$ cat config.mk
export PLATFORM = sky130hd
export DESIGN_NAME = int_to_float_flat
export DESIGN_NICKNAME = d
export VERILOG_FILES = /design/src/rtl/int_to_float_if.sv /design/src/rtl/int_to_float.sv /design/src/flat_wrapper.sv
export SDC_FILE = /design/constraint.sdc
export NUM_CORES = 1
export LEC_CHECK = 0
export CORE_MARGIN = 4
export CORE_UTILIZATION = 59
export CTS_CLUSTER_DIAMETER = 80
export DETAILED_ROUTE_END_ITERATION = 12
export PLACE_DENSITY = 0.84
export SETUP_SLACK_MARGIN = 0.3
export SYNTH_ARGS = -nofsm -noshare
export SYNTH_HDL_FRONTEND = slang
export SYNTH_SLANG_ARGS = --single-unit
$ cat constraint.sdc
create_clock -name clk -period 4.2 [get_ports clk]
set_input_delay 0.63 -clock clk [delete_from_list [all_inputs] [get_ports clk]]
set_output_delay 0.63 -clock clk [all_outputs]
set_load 0.02 [all_outputs]
$ cat src/rtl/int_to_float_if.sv
// int_to_float request/result bus.
// Start_Sig/Done_Sig handshake shared with the adder.
interface int_to_float_if;
  logic        Start_Sig;
  logic [31:0] A;
  logic [31:0] Result;
  logic [3:0]  Done_Sig;

  modport master (
    output Start_Sig,
    output A,
    input  Result,
    input  Done_Sig
  );

  modport slave (
    input  Start_Sig,
    input  A,
    output Result,
    output Done_Sig
  );
endinterface

$ cat src/rtl/int_to_float.sv
// int32 -> binary32 converter, round to nearest-even.
// Define INT2FLOAT_LZC_EN for single-cycle leading-zero normalize.
module int_to_float #(
  parameter bit SIGNED = 1'b1
) (
  input logic           clk,
  input logic           rst,
  int_to_float_if.slave bus
);

  localparam logic [2:0] S_IDLE    = 3'd0;
  localparam logic [2:0] S_NORM    = 3'd1;
  localparam logic [2:0] S_ROUND   = 3'd2;
  localparam logic [2:0] S_DONE    = 3'd3;
  localparam logic [2:0] S_RELEASE = 3'd4;

  logic [2:0]  state_q;
  logic [31:0] mag_q;
  logic [7:0]  exp_q;
  logic        sign_q;
  logic [31:0] result_q;
  logic        done_q;
  logic        inexact_q;
  logic        zero_q;

  logic        sgn_in;
  logic [31:0] mag_in;
  logic [22:0] frac;
  logic        guard;
  logic        sticky;
  logic        inc;
  logic [23:0] frac_sum;
  logic [7:0]  exp_rnd;
  logic        mag_zero;

  assign sgn_in   = SIGNED & bus.A[31];
  assign mag_in   = sgn_in ? (~bus.A + 32'd1) : bus.A;
  assign mag_zero = (mag_q == 32'd0);

  assign frac     = mag_q[30:8];
  assign guard    = mag_q[7];
  assign sticky   = |mag_q[6:0];
  assign inc      = guard & (sticky | frac[0]);
  assign frac_sum = {1'b0, frac} + {23'd0, inc};
  assign exp_rnd  = exp_q + {7'd0, frac_sum[23]};

`ifdef INT2FLOAT_LZC_EN
  function automatic logic [5:0] clz(input logic [31:0] v);
    clz = 6'd32;
    for (int i = 0; i < 32; i++)
      if (v[i]) clz = 6'(31 - i);
  endfunction

  logic [5:0] lz;
  assign lz = clz(mag_q);
`endif

  // Conversion FSM: capture, normalize, round, pulse done, await release.
  always_ff @(posedge clk) begin
    if (rst) begin
      state_q   <= S_IDLE;
      mag_q     <= '0;
      exp_q     <= '0;
      sign_q    <= 1'b0;
      result_q  <= '0;
      done_q    <= 1'b0;
      inexact_q <= 1'b0;
      zero_q    <= 1'b0;
    end else begin
      unique case (state_q)
        S_IDLE: begin
          if (bus.Start_Sig) begin
            sign_q  <= sgn_in;
            mag_q   <= mag_in;
            exp_q   <= 8'd158;
            state_q <= S_NORM;
          end
        end
        S_NORM: begin
`ifdef INT2FLOAT_LZC_EN
          if (!mag_zero) begin
            mag_q <= mag_q << lz[4:0];
            exp_q <= 8'd158 - {2'b00, lz};
          end
          state_q <= S_ROUND;
`else
          if (mag_zero || mag_q[31]) begin
            state_q <= S_ROUND;
          end else begin
            mag_q <= {mag_q[30:0], 1'b0};
            exp_q <= exp_q - 8'd1;
          end
`endif
        end
        S_ROUND: begin
          result_q  <= mag_zero ? 32'd0
                     : {sign_q, exp_rnd, frac_sum[22:0]};
          zero_q    <= mag_zero;
          inexact_q <= guard | sticky;
          done_q    <= 1'b1;
          state_q   <= S_DONE;
        end
        S_DONE: begin
          done_q  <= 1'b0;
          state_q <= S_RELEASE;
        end
        S_RELEASE: begin
          if (!bus.Start_Sig) state_q <= S_IDLE;
        end
        default: state_q <= S_IDLE;
      endcase
    end
  end

  assign bus.Result   = result_q;
  assign bus.Done_Sig = {1'b0, zero_q, inexact_q, done_q};

endmodule
$ cat src/flat_wrapper.sv
// flat-port wrapper written by rule: the top's interface ports become plain ports
module int_to_float_flat 
#(
  parameter bit SIGNED = 1'b1
)
  (clk, rst, bus_Start_Sig, bus_A, bus_Result, bus_Done_Sig);
  int_to_float_if bus_i ();
  input logic clk;
  input logic rst;
  input wire logic [$bits(bus_i.Start_Sig)-1:0] bus_Start_Sig;
  input wire logic [$bits(bus_i.A)-1:0] bus_A;
  output wire logic [$bits(bus_i.Result)-1:0] bus_Result;
  output wire logic [$bits(bus_i.Done_Sig)-1:0] bus_Done_Sig;
  assign bus_i.Start_Sig = bus_Start_Sig;
  assign bus_i.A = bus_A;
  assign bus_Result = bus_i.Result;
  assign bus_Done_Sig = bus_i.Done_Sig;
  int_to_float #(.SIGNED(SIGNED)) u_core (.clk(clk), .rst(rst), .bus(bus_i));
endmodule
# Word-level counts from Yosys, hierarchy flattened
# Index checks and enable logic that the tools add are counted.
[totals]
ff_bits = 79
output_inout_bits = 36
inputBits = 35
wordCells = 46
[classes]
mux = 13
bitwise_logic = 4
eq_ne = 8
n_addsub = 4
n_reduce_logical = 9
[ops]
columns = ["operator", "count"]
rows = [
  ["$mux W32", 4],
  ["$pmux W32 S2", 1],
  ["$add A32 B1 Y32 const B", 1],
  ["$logic_not A32 Y1", 1],
  ["$not A32 Y32", 1],
  ["$add A23 B1 Y24", 1],
  ["$mux W8", 2],
  ["$pmux W8 S2", 1],
  ["$pmux W3 S5", 1],
  ["$mux W3", 3],
  ["$add A8 B1 Y8", 1],
  ["$sub A8 B1 Y8 const B", 1],
  ["$reduce_or A7 Y1", 1],
  ["$eq A3 B2 Y1 const B", 2],
  ["$ne A2 B2 Y1 const B", 3],
  ["$reduce_and A3 Y1", 2],
  ["$reduce_bool A2 Y1", 2],
  ["$eq A3 B1 Y1 const B", 1],
  ["$eq A3 B3 Y1 const B", 1],
  ["$logic_not A3 Y1", 1],
  ["$ne A2 B1 Y1 const B", 1],
  ["$or A1 B1 Y1", 2],
  ["$pmux W1 S2", 1],
  ["$reduce_and A2 Y1", 1],
  ["other kinds (2)", 2],
]

# Depth between registers and ports, before layout
[depth]
ltp_word = 6
ltp_mapped = 12
mapped_depth_nobuf = 11

# Worst setup path before layout
# Ideal clock, no wire load.
[synth_timing]
kind = "register -> register"
from = "register u_core.mag_q[14]"
to = "register u_core.result_q[30], in the netlist u_core.bus.Result[30]"
path_stages_with_launch = 13
n_path_buf = 1
path_slack_ps = 1817
synth_period_minus_slack_ps = 2383
setup_ps = 128
required_time_ps = 4072
t_arrival_ps = 2255
cell_sequence = "dfxtp_1 > clkbuf_1 > nand4_1 > nor4_1 > nand3_1 > nor2_1 > ha_1 > nand4_1 > nor2_1 > nand2_1 > xnor2_1 > a22oi_1 > nor2_1"
[synth_via]
elab_chain_cells = 3
word_cells_on_any_way = 4
cone_classes = "add/sub: 2; mux: 1; reduce/logical: 1"
[synth_lines]
columns = ["item", "line_no", "rtl"]
rows = [
  ["start, declared", "int_to_float.sv:18", "logic [31:0] mag_q;"],
  ["start signal, assigned", "int_to_float.sv:74", "mag_q <= mag_in;"],
  ["start signal, assigned", "int_to_float.sv:90", "mag_q <= {mag_q[30:0], 1'b0};"],
  ["$add A23 B1 Y24", "int_to_float.sv:44", "assign frac_sum = {1'b0, frac} + {23'd0, inc};"],
  ["$add A8 B1 Y8", "int_to_float.sv:45", "assign exp_rnd = exp_q + {7'd0, frac_sum[23]};"],
  ["$mux W32 *", "int_to_float.sv:96", "result_q <= mag_zero ? 32'd0"],
  ["end signal, assigned", "int_to_float.sv:96", ""],
  ["end, declared", "int_to_float.sv:21", "logic [31:0] result_q;"],
]
# Every way passes the cells marked *; elsewhere a longest branch is shown, timed or not.
# A chain may end at the register's enable or synchronous reset.

# Final worst setup path
[layout_timing]
from = "input bus_A[12]"
to = "register u_core.mag_q[25]"
[layout_via]
elab_chain_cells = 5
[layout_lines]
columns = ["item", "line_no", "rtl"]
rows = [
  ["start, declared", "flat_wrapper.sv:11", "input wire logic [$bits(bus_i.A)-1:0] bus_A;"],
  ["$not A32 Y32", "int_to_float.sv:37", "assign mag_in = sgn_in ? (~bus.A + 32'd1) : bus.A;"],
  ["$add A32 B1 Y32", "int_to_float.sv:37", ""],
  ["$mux W32", "int_to_float.sv:37", ""],
  ["$mux W32", "int_to_float.sv:72", "if (bus.Start_Sig) begin"],
  ["$pmux W32 S2", "int_to_float.sv:70", "unique case (state_q)"],
]
# No other way between the ends. The select of a mux whose other input is x is not followed.

==> impl_metrics.env <==
export IMPL_dr_pass1_iters=5
export IMPL_async_reset_ff_frac=0
export IMPL_cts_root_buf="clkbuf_8"
export IMPL_drc=0
export IMPL_setup_violations=0
export IMPL_status="completed"
export IMPL_synth_area_um2=4582
export IMPL_fin_area_um2=5409
export IMPL_seqPwrFrac=0.432
export IMPL_max_slew_margin_rel=0.4515
export IMPL_synth_largest_area_cell="dfxtp_1"
export IMPL_numCtsBuffers=9
export IMPL_clk_latency_ns=0.35
export IMPL_drt_iter0_drc=304
export IMPL_die_area_um2=9240
export IMPL_die_w_um=96.13
export IMPL_yosysWarnings=0
export IMPL_dp_cells=707
export IMPL_yosysSeqAreaShare=0.3452
export IMPL_io_pin_count=71
export IMPL_irDropWorstVdd_mv=0.2124
export IMPL_die_h_um=96.13
export IMPL_final_setup_worst_slack_ns=1.430
export IMPL_wl_per_cell_um=15.54
export IMPL_routed_wl_um=11220
export IMPL_dpl_hpwl_um=8177
export IMPL_synth_ff_type="dfxtp_1"
export IMPL_internal_power_mw=1.477
export IMPL_crit_chain="clkdlybuf4s50_1, nor4_1, nand4_2, o41ai_1, xor2_1, a211o_1, a21oi_2"
export IMPL_grt_pass1_vias=4003
export IMPL_hold_path_class="flip-flop to flip-flop"
export IMPL_critPathLaunchType="primary input"
export IMPL_end_kind="flip-flop"
export IMPL_powerDensity_nw_per_um2=439.6
export IMPL_cp_slowest_stage_delay_ns=0.56
export IMPL_fin_cells=722
export IMPL_fin_skew_ns=0.01152
export IMPL_diodes=0
export IMPL_cp_slowest_cell="nor4_1"
export IMPL_place_area_um2=5215
export IMPL_drive_gt1_frac=0.07865
export IMPL_critPathMaxFanout=10
export IMPL_globalplace_congestion=0.9986
export IMPL_required_ns=4.49
export IMPL_h_tree_depth=3
export IMPL_routed_via_count=4334
export IMPL_layout_min_cycle_time_ns=2.770
export IMPL_grt_pass1_wl_um=18570
export IMPL_fin_tns_setup_ns=0
export IMPL_antenna_found_initial=0
export IMPL_nFillCells=594
export IMPL_finalNetCount=659
export IMPL_p_sw_frac=0.3790
export IMPL_vias_per_cell=6.003
export IMPL_netlist_instances=578
export IMPL_combPwrFrac=0.332
export IMPL_final_util=0.7301
export IMPL_arrival_ns=3.06
export IMPL_p_clk_frac=0.236
export IMPL_syn_nets=618
export IMPL_grtUsageTotal=0.2508
export IMPL_cts_clk_slew_worst_paths_ns=0.08
export IMPL_pre_cts_slack_ns=1.110
export IMPL_finalMaxSlewViolations=0
export IMPL_cts_resized=0
export IMPL_area_growth_pct=18.05
export IMPL_rows=31
export IMPL_rsz0062_at_grt="no"
export IMPL_fin_crit_sh=0.6596
export IMPL_final_hold_viol_count=0
export IMPL_clock_path_buffers=2
export IMPL_cts_hold_buf=0
export IMPL_cts_sinks=79
export IMPL_cts_setup_buffers=0
export IMPL_holdWs_ns=0.4576
export IMPL_yosys_top_cells_count="79 x dfxtp_1, 77 x nand2_1, 65 x nor2_1, 30 x a21oi_1, 30 x clkbuf_1"
export IMPL_cts_tree="built"
export IMPL_worst_slew_pin_slew_ns=0.8192
export IMPL_crit_type="primary input to flip-flop"
export IMPL_initial_core_util=0.6185
export IMPL_port_buffers=69
export IMPL_ant_nets=0
export IMPL_synth_most_common_cell="dfxtp_1"
export IMPL_p_sw_uw=901.2
export IMPL_total_power_mw=2.378
export IMPL_post_synth_cell_area_avg_um2=7.927
export IMPL_synth_distinct_cells=57
export IMPL_synth_area_leaders="dfxtp_1 35%, nand2_1 6.3%, nor2_1 5.3%"
export IMPL_ys_ff_latch=79
export IMPL_grt_overflow=0
export IMPL_synth_top_area_frac=0.3452
export IMPL_coreArea_um2=7408
export IMPL_drv_cap=0
export IMPL_max_freq_mhz=361.0
export IMPL_p_leak_nw=1.882
export IMPL_grt_max_degree=55
export IMPL_synth_edf_count=0
[per-layer routing]
layer  vias to the layer above  share of wire  GRT usage
li1                       2144              -          -
met1                      1999           0.45     0.3386
met2                       170           0.47     0.4002
met3                        21          0.063    0.04066
met4                         0          0.021    0.09479
met5                         -              0          0
[cell families (layout without fill, tap and decap cells)]
kind of cell / count (synthesis) / in the layout / synth area share
DFF: 79 / 79 / 0.3452
xor gates and xnor gates: 53 / 53 / 0.1013
other: 1 / 1 / 0.0008184
adders and majority gates: 5 / 5 / 0.01365
buffers and inverters: 57 / 102 / 0.05816
AOI/OAI and AO/OA: 143 / 143 / 0.2228
muxes: 1 / 1 / 0.002185
and+or+nand+nor: 239 / 239 / 0.2559
[cell usage in the layout (no fill, tap or decap), drive strengths merged, types with 2 or more instances in the layout]
cell	count
or2	5
nand2b	3
nor4	16
clkdlybuf4s50	68
ha	5
o2111ai	2
nand3b	4
nor3	16
and4	2
a21oi	38
clkbuf	10
buf	7
a311oi	5
xnor2	26
clkinv	3
nand3	16
a31oi	3
a22oi	21
nand4	14
and3	3
dfxtp	79
or4	2
nand2	78
xor2	27
inv	12
or3b	2
o41ai	8
nor2	66
a211o	13
and2	2
o21ai	26
o31ai	6
o211ai	16
or3	7
[flip-flops by register name (all words and copies together), names as in the netlist]
register,count
u_core.bus.Result,32
u_core.done_q,1
u_core.exp_q,8
u_core.inexact_q,1
u_core.mag_q,32
u_core.sign_q,1
u_core.state_q,3
u_core.zero_q,1
[area by class of cell]
class,instances,area [µm²],area share
multi-input combinational,442,2734,0.5054
clock buffer,10,137.6,0.02545
inverter,12,45.04,0.008328
timing repair buffer,75,730.7,0.1351
clock inverter,5,56.30,0.01041
tap,99,123.9,0.02290
sequential,79,1582,0.2924
[power groups by stage]
stage                     combinational (mW)  sequential [mW]  clock (mW)
after floorplan                        0.626            0.992           0
after global placement                 0.761             1.03           0
after detailed placement               0.779             1.04           0
after CTS                              0.787             1.02       0.567
after global routing                   0.873             1.05       0.605
final                                  0.789             1.03       0.562
[worst paths after layout]
kind / slack [ns] / endpoint / start / depth (start not counted)
worst max-delay path: 1.43 / u_core.mag_q[25]$_SDFFE_PP0P_ / bus_A[12] / 7
worst min-delay path: 0.46 / u_core.bus.Result[16]$_SDFFE_PP0N_ / u_core.bus.Result[16]$_SDFFE_PP0N_ / 2
worst max register to register: 1.64 / u_core.bus.Result[30]$_SDFFE_PP0N_ / u_core.mag_q[14]$_SDFFE_PP0P_ / 12
worst min register to register: 0.46 / u_core.bus.Result[16]$_SDFFE_PP0N_ / u_core.bus.Result[16]$_SDFFE_PP0N_ / 2
[worst max-delay path: cells and delay by family]
family / cells / cell delay, ns
buffers and inverters: 1 / 0.47
AND/OR/NAND/NOR: 2 / 0.94
AO/OA/AOI/OAI: 3 / 0.88
XOR/XNOR: 1 / 0.13
Power figures use the tool's default switching activity.
